### src/rtl/lvds_rx_pkg.sv
// Shared types and helpers for the LVDS receive deserializer.
//   rx_state_t  : framing state (HUNT, VERIFY, LOCK)
//   SYNC_STAGES : depth of the input synchronizer on each leg
//   clog2()     : counter width helper, never returns less than 1
package lvds_rx_pkg;

    typedef enum logic [1:0] {
        HUNT   = 2'd0,
        VERIFY = 2'd1,
        LOCK   = 2'd2
    } rx_state_t;

    localparam int SYNC_STAGES = 2;

    function automatic int clog2(input int n);
        int r = 0;
        while ((1 << r) < n) r++;
        return (r < 1) ? 1 : r;
    endfunction

endpackage

### src/rtl/lvds_rx_front.sv
// Input front end: two-flop synchronizer on each leg of the differential
// pair followed by the differential decode.
//   CLK, RST : clock, synchronous active-high reset
//   IP, IN   : differential pair (true / complement leg)
//   rx_bit   : decoded bit (combinational off the last sync stage)
//   derr     : registered one-cycle flag for an invalid sample
module lvds_rx_front
    import lvds_rx_pkg::*;
(
    input  logic CLK,
    input  logic RST,
    input  logic IP,
    input  logic IN,
    output logic rx_bit,
    output logic derr
);

    logic [SYNC_STAGES-1:0] ip_sync;
    logic [SYNC_STAGES-1:0] in_sync;
    logic                   last_bit;
    logic                   pair_ok;
    logic                   ip_s;
    logic                   in_s;

    assign ip_s = ip_sync[SYNC_STAGES-1];
    assign in_s = in_sync[SYNC_STAGES-1];

    // Only the two complementary combinations are legal; equal legs or an
    // unknown level on either leg falls through to the invalid case.
    always_comb begin
        pair_ok = 1'b0;
        if ((ip_s === 1'b1) && (in_s === 1'b0)) pair_ok = 1'b1;
        if ((ip_s === 1'b0) && (in_s === 1'b1)) pair_ok = 1'b1;
    end

    assign rx_bit = pair_ok ? ip_s : last_bit;

    // The sync stages reset to a legal "0" pair so that flushing them after
    // reset does not raise a spurious decode error.
    always_ff @(posedge CLK) begin
        if (RST) begin
            ip_sync  <= '0;
            in_sync  <= '1;
            last_bit <= 1'b0;
            derr     <= 1'b0;
        end else begin
            ip_sync  <= {ip_sync[SYNC_STAGES-2:0], IP};
            in_sync  <= {in_sync[SYNC_STAGES-2:0], IN};
            last_bit <= rx_bit;
            derr     <= ~pair_ok;
        end
    end

endmodule

### src/rtl/lvds_rx_deser.sv
// LVDS receive deserializer: decodes the differential pair, shifts bits into
// WIDTH-bit words (MSB first on the wire), aligns on SYNC_WORD and presents
// framed words with a one-cycle valid strobe.
//   CLK, RST : clock, synchronous active-high reset
//   IP, IN   : differential pair
//   DO       : received word, held between strobes
//   DV       : one-cycle strobe, DO valid
//   ISSYNC   : with DV, DO equals SYNC_WORD
//   LOCKED   : high while word alignment is locked
//   DERR     : one-cycle pulse on an invalid differential sample
//
//   state  | meaning
//   HUNT   | sliding compare against SYNC_WORD at every bit offset
//   VERIFY | boundary chosen; counting consecutive sync words at it
//   LOCK   | emitting words; timeout counter watches for lost sync
module lvds_rx_deser
    import lvds_rx_pkg::*;
#(
    parameter int               WIDTH      = 8,
    parameter logic [WIDTH-1:0] SYNC_WORD  = WIDTH'(8'hA5),
    parameter int               VERIFY_CNT = 2,
    parameter int               TIMEOUT    = 64
) (
    input  logic             CLK,
    input  logic             RST,
    input  logic             IP,
    input  logic             IN,
    output logic [WIDTH-1:0] DO,
    output logic             DV,
    output logic             ISSYNC,
    output logic             LOCKED,
    output logic             DERR
);

    localparam int PH_W = clog2(WIDTH);
    localparam int VC_W = clog2(VERIFY_CNT + 1);
    localparam int TO_W = clog2(TIMEOUT + 1);

    logic             rx_bit;
    rx_state_t        state, state_nxt;
    logic [PH_W-1:0]  phase, phase_nxt;
    logic [VC_W-1:0]  cnt, cnt_nxt;
    logic [TO_W-1:0]  wcnt, wcnt_nxt;
    logic [WIDTH-1:0] shreg, shreg_nxt;
    logic [WIDTH-1:0] do_nxt;
    logic             dv_nxt;
    logic             issync_nxt;
    logic             word_done;
    logic             is_sync;

    lvds_rx_front u_front (
        .CLK    (CLK),
        .RST    (RST),
        .IP     (IP),
        .IN     (IN),
        .rx_bit (rx_bit),
        .derr   (DERR)
    );

    // shreg and phase are registered, so the decisions below act on the
    // word that finished shifting in on the previous edge.
    assign word_done = (phase == PH_W'(WIDTH - 1));
    assign is_sync   = (shreg == SYNC_WORD);
    assign LOCKED    = (state == LOCK);

    always_ff @(posedge CLK) begin
        if (RST) begin
            state <= HUNT;
        end else begin
            state <= state_nxt;
        end
    end

    always_ff @(posedge CLK) begin
        if (RST) begin
            phase  <= '0;
            cnt    <= '0;
            wcnt   <= '0;
            shreg  <= '0;
            DO     <= '0;
            DV     <= 1'b0;
            ISSYNC <= 1'b0;
        end else begin
            phase  <= phase_nxt;
            cnt    <= cnt_nxt;
            wcnt   <= wcnt_nxt;
            shreg  <= shreg_nxt;
            DO     <= do_nxt;
            DV     <= dv_nxt;
            ISSYNC <= issync_nxt;
        end
    end

    always_comb begin
        state_nxt  = state;
        phase_nxt  = word_done ? '0 : phase + PH_W'(1);
        cnt_nxt    = cnt;
        wcnt_nxt   = wcnt;
        shreg_nxt  = {shreg[WIDTH-2:0], rx_bit};
        do_nxt     = DO;
        dv_nxt     = 1'b0;
        issync_nxt = 1'b0;

        case (state)
            HUNT: begin
                if (is_sync) begin
                    // The bit entering on this edge is the first of the next word.
                    phase_nxt = '0;
                    cnt_nxt   = VC_W'(1);
                    wcnt_nxt  = '0;
                    state_nxt = (VERIFY_CNT == 1) ? LOCK : VERIFY;
                end
            end
            VERIFY: begin
                if (word_done) begin
                    if (!is_sync) begin
                        state_nxt = HUNT;
                    end else if (cnt == VC_W'(VERIFY_CNT - 1)) begin
                        state_nxt = LOCK;
                        wcnt_nxt  = '0;
                    end else begin
                        cnt_nxt = cnt + VC_W'(1);
                    end
                end
            end
            LOCK: begin
                if (word_done) begin
                    do_nxt     = shreg;
                    dv_nxt     = 1'b1;
                    issync_nxt = is_sync;
                    // A sync word on the timeout word still keeps lock.
                    if (is_sync) begin
                        wcnt_nxt = '0;
                    end else if (wcnt == TO_W'(TIMEOUT - 1)) begin
                        wcnt_nxt  = '0;
                        state_nxt = HUNT;
                    end else begin
                        wcnt_nxt = wcnt + TO_W'(1);
                    end
                end
            end
            default: state_nxt = HUNT;
        endcase
    end

endmodule

### config.mk
export PLATFORM = sky130hd
export DESIGN_NAME = lvds_rx_deser
export DESIGN_NICKNAME = d
export VERILOG_FILES = /design/src/rtl/lvds_rx_pkg.sv /design/src/rtl/lvds_rx_front.sv /design/src/rtl/lvds_rx_deser.sv
export SDC_FILE = /design/constraint.sdc
export NUM_CORES = 1
export LEC_CHECK = 0
export BUFFER_PORTS_ARGS = -buffer_cell sky130_fd_sc_hd__clkbuf_2
export CORE_AREA = 2 2 80 44
export DETAILED_ROUTE_END_ITERATION = 7
export DIE_AREA = 0 0 82 46
export PLACE_DENSITY = 0.67
export SLEW_MARGIN = 25
export SYNTH_ARGS = -nofsm -noshare
export SYNTH_HDL_FRONTEND = slang
export SYNTH_SLANG_ARGS = --single-unit
### constraint.sdc
create_clock -name CLK -period 2.4 [get_ports CLK]
set_clock_uncertainty 0.15 [all_clocks]
set_input_delay 0.24 -clock CLK [delete_from_list [all_inputs] [get_ports CLK]]
set_output_delay 0.24 -clock CLK [all_outputs]
set_load 0.005 [all_outputs]
==> results of run 1 <==
metrics by stage:
step           hold WS, ps  utilization [%]
2_1_floorplan          194                -
3_3_place_gp           247             50.2
3_5_place_dp           250             50.2
4_1_cts               21.3             53.1
5_1_grt               18.2             53.1
6_report              25.8             53.1
flip-flops by register name, indices dropped and copies added, names as in the netlist, 2 cells and up:
name             flops
u_front.in_sync      2
u_front.ip_sync      2
DO                   8
phase                3
wcnt                 7
shreg                8
cnt                  2
state                2
where the power goes:
part / internal [mW] / switching (mW)
Combinational: 0.0110 / 0.0168
Clock: 0.201 / 0.209
Sequential: 0.622 / 0.00270
Total: 0.834 / 0.228
how the worst max path moves through the flow:
| stage | from | cells after the start | to | slack (ps) |
|---|---|---|---|---|
| 6_report | phase[0] | 6 | wcnt[2] | 300 |
| 5_1_grt | phase[0] | 6 | wcnt[3] | 80 |
| 4_1_cts | phase[0] | 6 | wcnt[2] | 290 |
| 3_5_place_dp | phase[0] | 6 | wcnt[2] | 340 |
| 3_3_place_gp | phase[0] | 6 | wcnt[3] | 440 |
| 2_1_floorplan | shreg[3] | 4 | wcnt[3] | 560 |
layout by cell type, fill, tap and decap left out, drive strengths merged, types with 2 or more instances in the layout:
| master | count |
|---|---|
| dfxtp | 37 |
| nand2 | 24 |
| inv | 9 |
| nand3b | 2 |
| a21boi | 2 |
| or3 | 3 |
| ha | 5 |
| a21oi | 12 |
| nand3 | 5 |
| o21ai | 2 |
| a31oi | 6 |
| clkbuf | 21 |
| buf | 2 |
| nor3 | 3 |
| o32ai | 2 |
| nand2b | 2 |
| o31ai | 2 |
| nor2 | 4 |
| a211oi | 2 |
| or2 | 3 |
| clkinv | 2 |
| nor2b | 11 |
cells by family after synthesis:
family,Yosys count
adders and majority gates,5
muxes,1
buffers and inverters,15
and+or+nand+nor,63
AOI/OAI and AO/OA,34
DFF,37
cell type report:
class                   instances  share of cell area (%)
clock buffers                   6                    4.33
clock inverters                 2                   0.597
inverters                       9                    2.02
multi-input cells             103                    39.7
flip-flops and latches         37                    44.2
well taps                      42                    3.14
repair buffers                 18                    5.97
per-layer routing:
metal | global-route usage (%) | wire length (um) | share of wire [%]
met3 | 6.75 | 137 | 4.7
met1 | 24.6 | 1540 | 53
met4 | 5.67 | 28 | 0.96
met5 | 0 | 0 | 0
met2 | 24.2 | 1220 | 42
what timing repair did:
action	CTS	global route
hold buffers	1	0
endpoints found under the hold margin	1	0
gates resized for setup	0	0
==> run summary, run 1 <==
### Placed design
• **area post-placement** 1580 um^2
• **placed insts** 208
• **setup slack at placement** 339 ps
• **Port Buffer Count** 15
• **dpl hpwl** 2.07 mm
• **routability cong.** 0.881

### Min path
• **worst min-delay path class** in2reg
• **critical hold path startpoint** IP
• **cell depth of the worst hold path** 2
• **endpoint of the worst hold-timing path** u_front.ip_sync[0]

### Yosys
• **predominant post-synthesis flop cell** sky130_fd_sc_hd__dfxtp_1
• **share of synthesized area spent on multiplexers** 0.684%
• **count of synthesis-stage warnings from yosys** 0
• **mean instance size in the synthesized netlist** 9.44 um^2
• **post-synthesis share of cell area spent on full adders, half adders and majority gates** 4.28%
• **post-synthesis share of cell area spent on and, or, nand and nor gates** 23.2%
• **most instantiated library cell after synthesis** sky130_fd_sc_hd__dfxtp_1
• **number of enable flip-flop cells after synthesis** 0
• **fraction of the mapped netlist area in compound gates** 17.4%
• **async set-or-reset flop fraction in the synthesized netlist** 0%
• **flops & latches, synth** 37
• **net count after synthesis** 164
• **Synth area leaders** sky130_fd_sc_hd__dfxtp_1 51%, sky130_fd_sc_hd__nand2_1 6.2%, sky130_fd_sc_hd__nor2b_1 4.7%
• **Post-Syn Area** 1460 um^2
• **top cell type by total area after synthesis** sky130_fd_sc_hd__dfxtp_1
• **Synth top cells by count** 37 x sky130_fd_sc_hd__dfxtp_1, 24 x sky130_fd_sc_hd__nand2_1, 12 x sky130_fd_sc_hd__a21oi_1, 11 x sky130_fd_sc_hd__nor2b_1, 9 x sky130_fd_sc_hd__inv_1
• **main combinational cell family by area after synthesis** simple AND/OR/NAND/NOR gates
• **sequential fraction of the synthesis area** 50.6%
• **Yosys top cell area share** 50.6%
• **XOR/XNOR share of the synthesized area** 0%
• **number of different library cells in the post-synthesis netlist** 36
• **Gate Count Post-Synth** 155

### STA
• **final sum of negative setup slack** 0 ps
• **number of slew-limit violations in the final report** 0
• **count of final hold-check violations** 0
• **RSZ-0062 raised after global routing** false
• **remaining max-slew budget at the tightest pin** 56.7%
• **final critical-path setup slack** 302 ps
• **post-layout minimum cycle time** 2100 ps
• **setup-violating endpoint count in the final report** 0
• **Final Cycle Share** 87.4%
• **fmax** 477 MHz
• **pin slew with the least headroom to its limit** 650 ps

### Setup path
• **most frequent cell on the critical path** sky130_fd_sc_hd__ha_1
• **required time at the worst-slack endpoint** 2430 ps
• **Reg-to-Reg End** wcnt[2]
• **CP arrival** 2130 ps
• **Worst Reg2Reg Path Length in Cells** 6
• **Setup crit end kind** register
• **R2R Path Start** phase[0]
• **Reg2Reg Setup Slack** 300 ps
• **Crit path max-delay family** compound AO/OA/AOI/OAI gates
• **Critical Path Source Type** register
• **Worst Setup Path Type** reg2reg
• **worst-path maximum fanout** 8
• **cells along the critical path** ha_1 > ha_1 > a21boi_0 > o41a_1 > a21oi_1 > a211oi_1
• **stage delay of the slowest cell on the critical path** 430 ps
• **critical path buffer and inverter count** 0
• **slowest stage cell, crit path** sky130_fd_sc_hd__a21boi_0

### Route
• **DRC violations left** 0
• **Avg WL per Cell** 13.5 um
• **detailed-route wire length** 2.93 mm
• **First DRT Iteration DRCs** 40
• **vias** 1,143
• **First-pass DRT Iterations** 4
• **via/cell ratio** 5.27
• **remaining antenna violation count** 0

### Clock tree
• **clock tree from TritonCTS** done
• **clock network latency to the later pin of the worst-skew pair** 280 ps
• **Bufs on Longest Clock Path** 2
• **root cell of the clock tree** sky130_fd_sc_hd__clkbuf_8
• **register clock-pin slew on the reported worst setup and hold paths** 70 ps
• **Setup Fix Bufs, Post-CTS** 0
• **htree depth** 2
• **clock buffer count from CTS** 5
• **clock sinks** 37

### Layout
• **Design Area, Final** 1680 um^2
• **fill cell count** 304
• **Final Net Count** 183
• **area of the multi-input gates** 666 um^2
• **post-layout instance count excluding filler cells** 217
• **n_diodes** 0
• **signed area change from the synthesized netlist to the final layout** 14.5%
• **ratio of cells with drive above 1 in the final layout** 18.3%
• **Reg area** 741 um^2

### Floorplanning
• **Die Span X** 82 um
• **Placeable Area** 3150 um^2
• **FP Rows** 15
• **count of pins on the block boundary** 16
• **Die Height** 46 um
• **die area** 3770 um^2
• **Starting Density** 46.4%

### Power
• **maximum vdd ir drop** 0.379 mV
• **static power due to leakage** 0.628 nW
• **Pwr per Cell Area** 634 nW/um^2
• **Final Total Pwr** 1.06 mW

### Global routing
• **vias in the first global route** 1,026
• **GRT Total Usage** 17.4%
• **overflow left after global routing** 0
• **number of antenna violations at the first check in global routing** 0
• **first-pass GRT wire length** 4.76 mm
• **largest net degree at the start of global routing** 36

### Flow run
• **count of maximum capacitance violations** 0

### Status
• **outcome** finished, final reports clean

No activity file was read; power rests on OpenSTA's default activity.
==> run 2, diff against run 1 <==
--- a/config.mk
+++ b/config.mk
@@ -6,11 +6,13 @@
 export NUM_CORES = 1
 export LEC_CHECK = 0
 export BUFFER_PORTS_ARGS = -buffer_cell sky130_fd_sc_hd__clkbuf_2
-export CORE_AREA = 2 2 80 44
+export CELL_PAD_IN_SITES_DETAIL_PLACEMENT = 0
+export CELL_PAD_IN_SITES_GLOBAL_PLACEMENT = 1
+export CORE_AREA = 2 2 86 47
 export DETAILED_ROUTE_END_ITERATION = 7
-export DIE_AREA = 0 0 82 46
-export PLACE_DENSITY = 0.67
-export SLEW_MARGIN = 25
+export DIE_AREA = 0 0 88 49
+export PLACE_DENSITY = 0.74
+export SLEW_MARGIN = 40
 export SYNTH_ARGS = -nofsm -noshare
 export SYNTH_HDL_FRONTEND = slang
 export SYNTH_SLANG_ARGS = --single-unit
==> run summary, run 2 (synthesized netlist as in run 1, its figures left out) <==
### Status
• **outcome** finished, final reports clean

### STA
• **remaining max-slew budget at the tightest pin** 55.7%, -0.97 points
• **setup-violating endpoint count in the final report** 0, unchanged
• **number of slew-limit violations in the final report** 0, unchanged
• **final sum of negative setup slack** 0 ps, unchanged
• **count of final hold-check violations** 0, unchanged
• **Final Cycle Share** 86.3%, -1.1 points
• **fmax** 483 MHz, +1.3%
• **pin slew with the least headroom to its limit** 664 ps, +14.5 ps
• **final critical-path setup slack** 329 ps, +26.8 ps
• **RSZ-0062 raised after global routing** false
• **post-layout minimum cycle time** 2070 ps, -26.8 ps

### Clock tree
• **clock buffer count from CTS** 5, unchanged
• **clock sinks** 37, unchanged
• **root cell of the clock tree** sky130_fd_sc_hd__clkbuf_8
• **clock network latency to the later pin of the worst-skew pair** 280 ps, about the same
• **register clock-pin slew on the reported worst setup and hold paths** 70 ps, about the same
• **Bufs on Longest Clock Path** 2, unchanged
• **clock tree from TritonCTS** done
• **htree depth** 2, unchanged
• **number of gates resized after cts** 0, unchanged

### Min path
• **cell depth of the worst hold path** 2, unchanged
• **worst min-delay path class** in2reg

### Floorplanning
• **Starting Density** 40.4%, -6.0 points
• **FP Rows** 16, +1
• **Placeable Area** 3620 um^2, +15%
• **count of pins on the block boundary** 16, unchanged
• **Die Height** 49 um, +6.5%
• **die area** 4310 um^2, +14%
• **Die Span X** 88 um, +7.3%

### Placed design
• **routability cong.** 0.789, -11%
• **placed insts** 221, +6.3%
• **Port Buffer Count** 15, unchanged
• **setup slack at placement** 364 ps, +24.4 ps
• **dpl hpwl** 2.11 mm, +2.1%

### Layout
• **Top Registers** DO (8), shreg (8), wcnt (7)
• **ratio of cells with drive above 1 in the final layout** 18.8%, +0.46 points
• **area of the multi-input gates** 666 um^2, unchanged
• **leading cell type in the layout, fill and taps excluded** sky130_fd_sc_hd__dfxtp_1
• **fill cell count** 358, +18%
• **post-layout instance count excluding filler cells** 230, +6.0%
• **Final Net Count** 184, +0.55%
• **leading cell types in the layout, fill and taps excluded** 37 x sky130_fd_sc_hd__dfxtp_1, 24 x sky130_fd_sc_hd__nand2_1, 15 x sky130_fd_sc_hd__clkbuf_2
• **Reg area** 741 um^2, unchanged
• **signed area change from the synthesized netlist to the final layout** 16.1%
• **n_diodes** 0, unchanged

### Setup path
• **critical path endpoint** wcnt[0]
• **most frequent cell on the critical path** sky130_fd_sc_hd__ha_1
• **stage delay of the slowest cell on the critical path** 340 ps, -90 ps
• **Setup crit end kind** register
• **Critical Path Source Type** register
• **R2R Path Start** phase[0]
• **slowest stage cell, crit path** sky130_fd_sc_hd__dfxtp_1
• **required time at the worst-slack endpoint** 2450 ps, +20 ps
• **Worst Setup Path Type** reg2reg
• **worst-path maximum fanout** 8, unchanged
• **Reg-to-Reg End** wcnt[0]
• **critical path launch point** phase[0]
• **cells along the critical path** ha_1 > ha_1 > nand3b_1 > buf_4 > o41ai_4 > nand3_2 > o31ai_2
• **Worst Reg2Reg Path Length in Cells** 7, +1
• **Reg2Reg Setup Slack** 330 ps, +30 ps
• **CP arrival** 2120 ps, about the same

### Global routing
• **GRT Total Usage** 16.1%, -1.4 points
• **overflow left after global routing** 0, unchanged
• **number of antenna violations at the first check in global routing** 0, unchanged
• **vias in the first global route** 1,071, +4.4%
• **first-pass GRT wire length** 5.20 mm, +9.3%
• **largest net degree at the start of global routing** 36, unchanged

### Power
• **Seq pwr share** 58.5%, -0.3 points
• **Psw** 234 uW, +2.7%
• **fraction of power spent switching nets** 21.9%, +0.45 points
• **share of power burned in combinational logic** 2.6%, about the same
• **maximum vdd ir drop** 0.324 mV, -14%
• **static power due to leakage** 0.632 nW, +0.66%
• **Pwr per Cell Area** 629 nW/um^2, -0.75%
• **Internal Dissipation** 834 uW, about the same
• **proportion of power drawn by the clock network** 38.9%, +0.3 points
• **Final Total Pwr** 1.07 mW, +0.59%

### Route
• **Avg WL per Cell** 13.0 um, -3.7%
• **remaining antenna violation count** 0, unchanged
• **vias** 1,157, +1.2%
• **via/cell ratio** 5.03, -4.5%
• **First DRT Iteration DRCs** 50, +25%
• **DRC violations left** 0, unchanged
• **detailed-route wire length** 2.99 mm, +2.0%
• **First-pass DRT Iterations** 4, unchanged

### Flow run
• **count of maximum capacitance violations** 0, unchanged

[run 2: metal layers]
metal,share of wire (%),vias up,global-route usage [%]
met5,0,-,0
met4,1.3,0,6.41
met3,5.8,5,5.92
met2,43,28,22.6
met1,50,541,22.2
li1,-,583,-
[run 2: what timing repair did]
item | CTS | global route
hold buffers | 1 | 0
buffers inserted | 0 | 0
endpoints found under the hold margin | 1 | 0
setup endpoints to repair | 0 | 0
[run 2: worst min-delay path by stage]
stage	startpoint	to	slack, ps
2_1_floorplan	IN	u_front.in_sync[0]	190
3_3_place_gp	u_front.in_sync[0]	u_front.in_sync[1]	250
3_5_place_dp	u_front.in_sync[0]	u_front.in_sync[1]	260
4_1_cts	IP	u_front.ip_sync[0]	20
5_1_grt	IP	u_front.ip_sync[0]	30
6_report	IP	u_front.ip_sync[0]	20
[run 2: critical path: cells and delay by family (launching register included)]
family	cells	cell delay [ps]
AND/OR/NAND/NOR	2	470
adder cells (fa/ha/maj)	2	440
AO/OA/AOI/OAI	2	310
flip-flops	1	340
buffers and inverters	1	270
[run 2: power groups by stage]
stage | clock network, mW | registers, mW | logic [mW]
after floorplan | 0 | 0.638 | 0.0205
after detailed placement | 0 | 0.639 | 0.0267
after global placement | 0 | 0.639 | 0.0259
after CTS | 0.429 | 0.625 | 0.0282
final | 0.416 | 0.625 | 0.0279
after global routing | 0.458 | 0.625 | 0.0325
[run 2: stage by stage]
step                      hold WS, ps  area (um^2)  util, %
after floorplan                   194         1460        -
after global placement            250         1610     44.3
after detailed placement          257         1610     44.3
after CTS                        16.8         1700     46.9
after global routing             33.8         1700     46.9
final                            18.3         1700     46.9
[run 2: area by class of cell]
type / count / area share, %
sequential: 37 / 43.6
inverter: 9 / 1.99
clock inverter: 2 / 0.590
multi-input combinational: 103 / 39.2
timing repair buffer: 19 / 6.34
tap: 54 / 3.98
clock buffer: 6 / 4.27
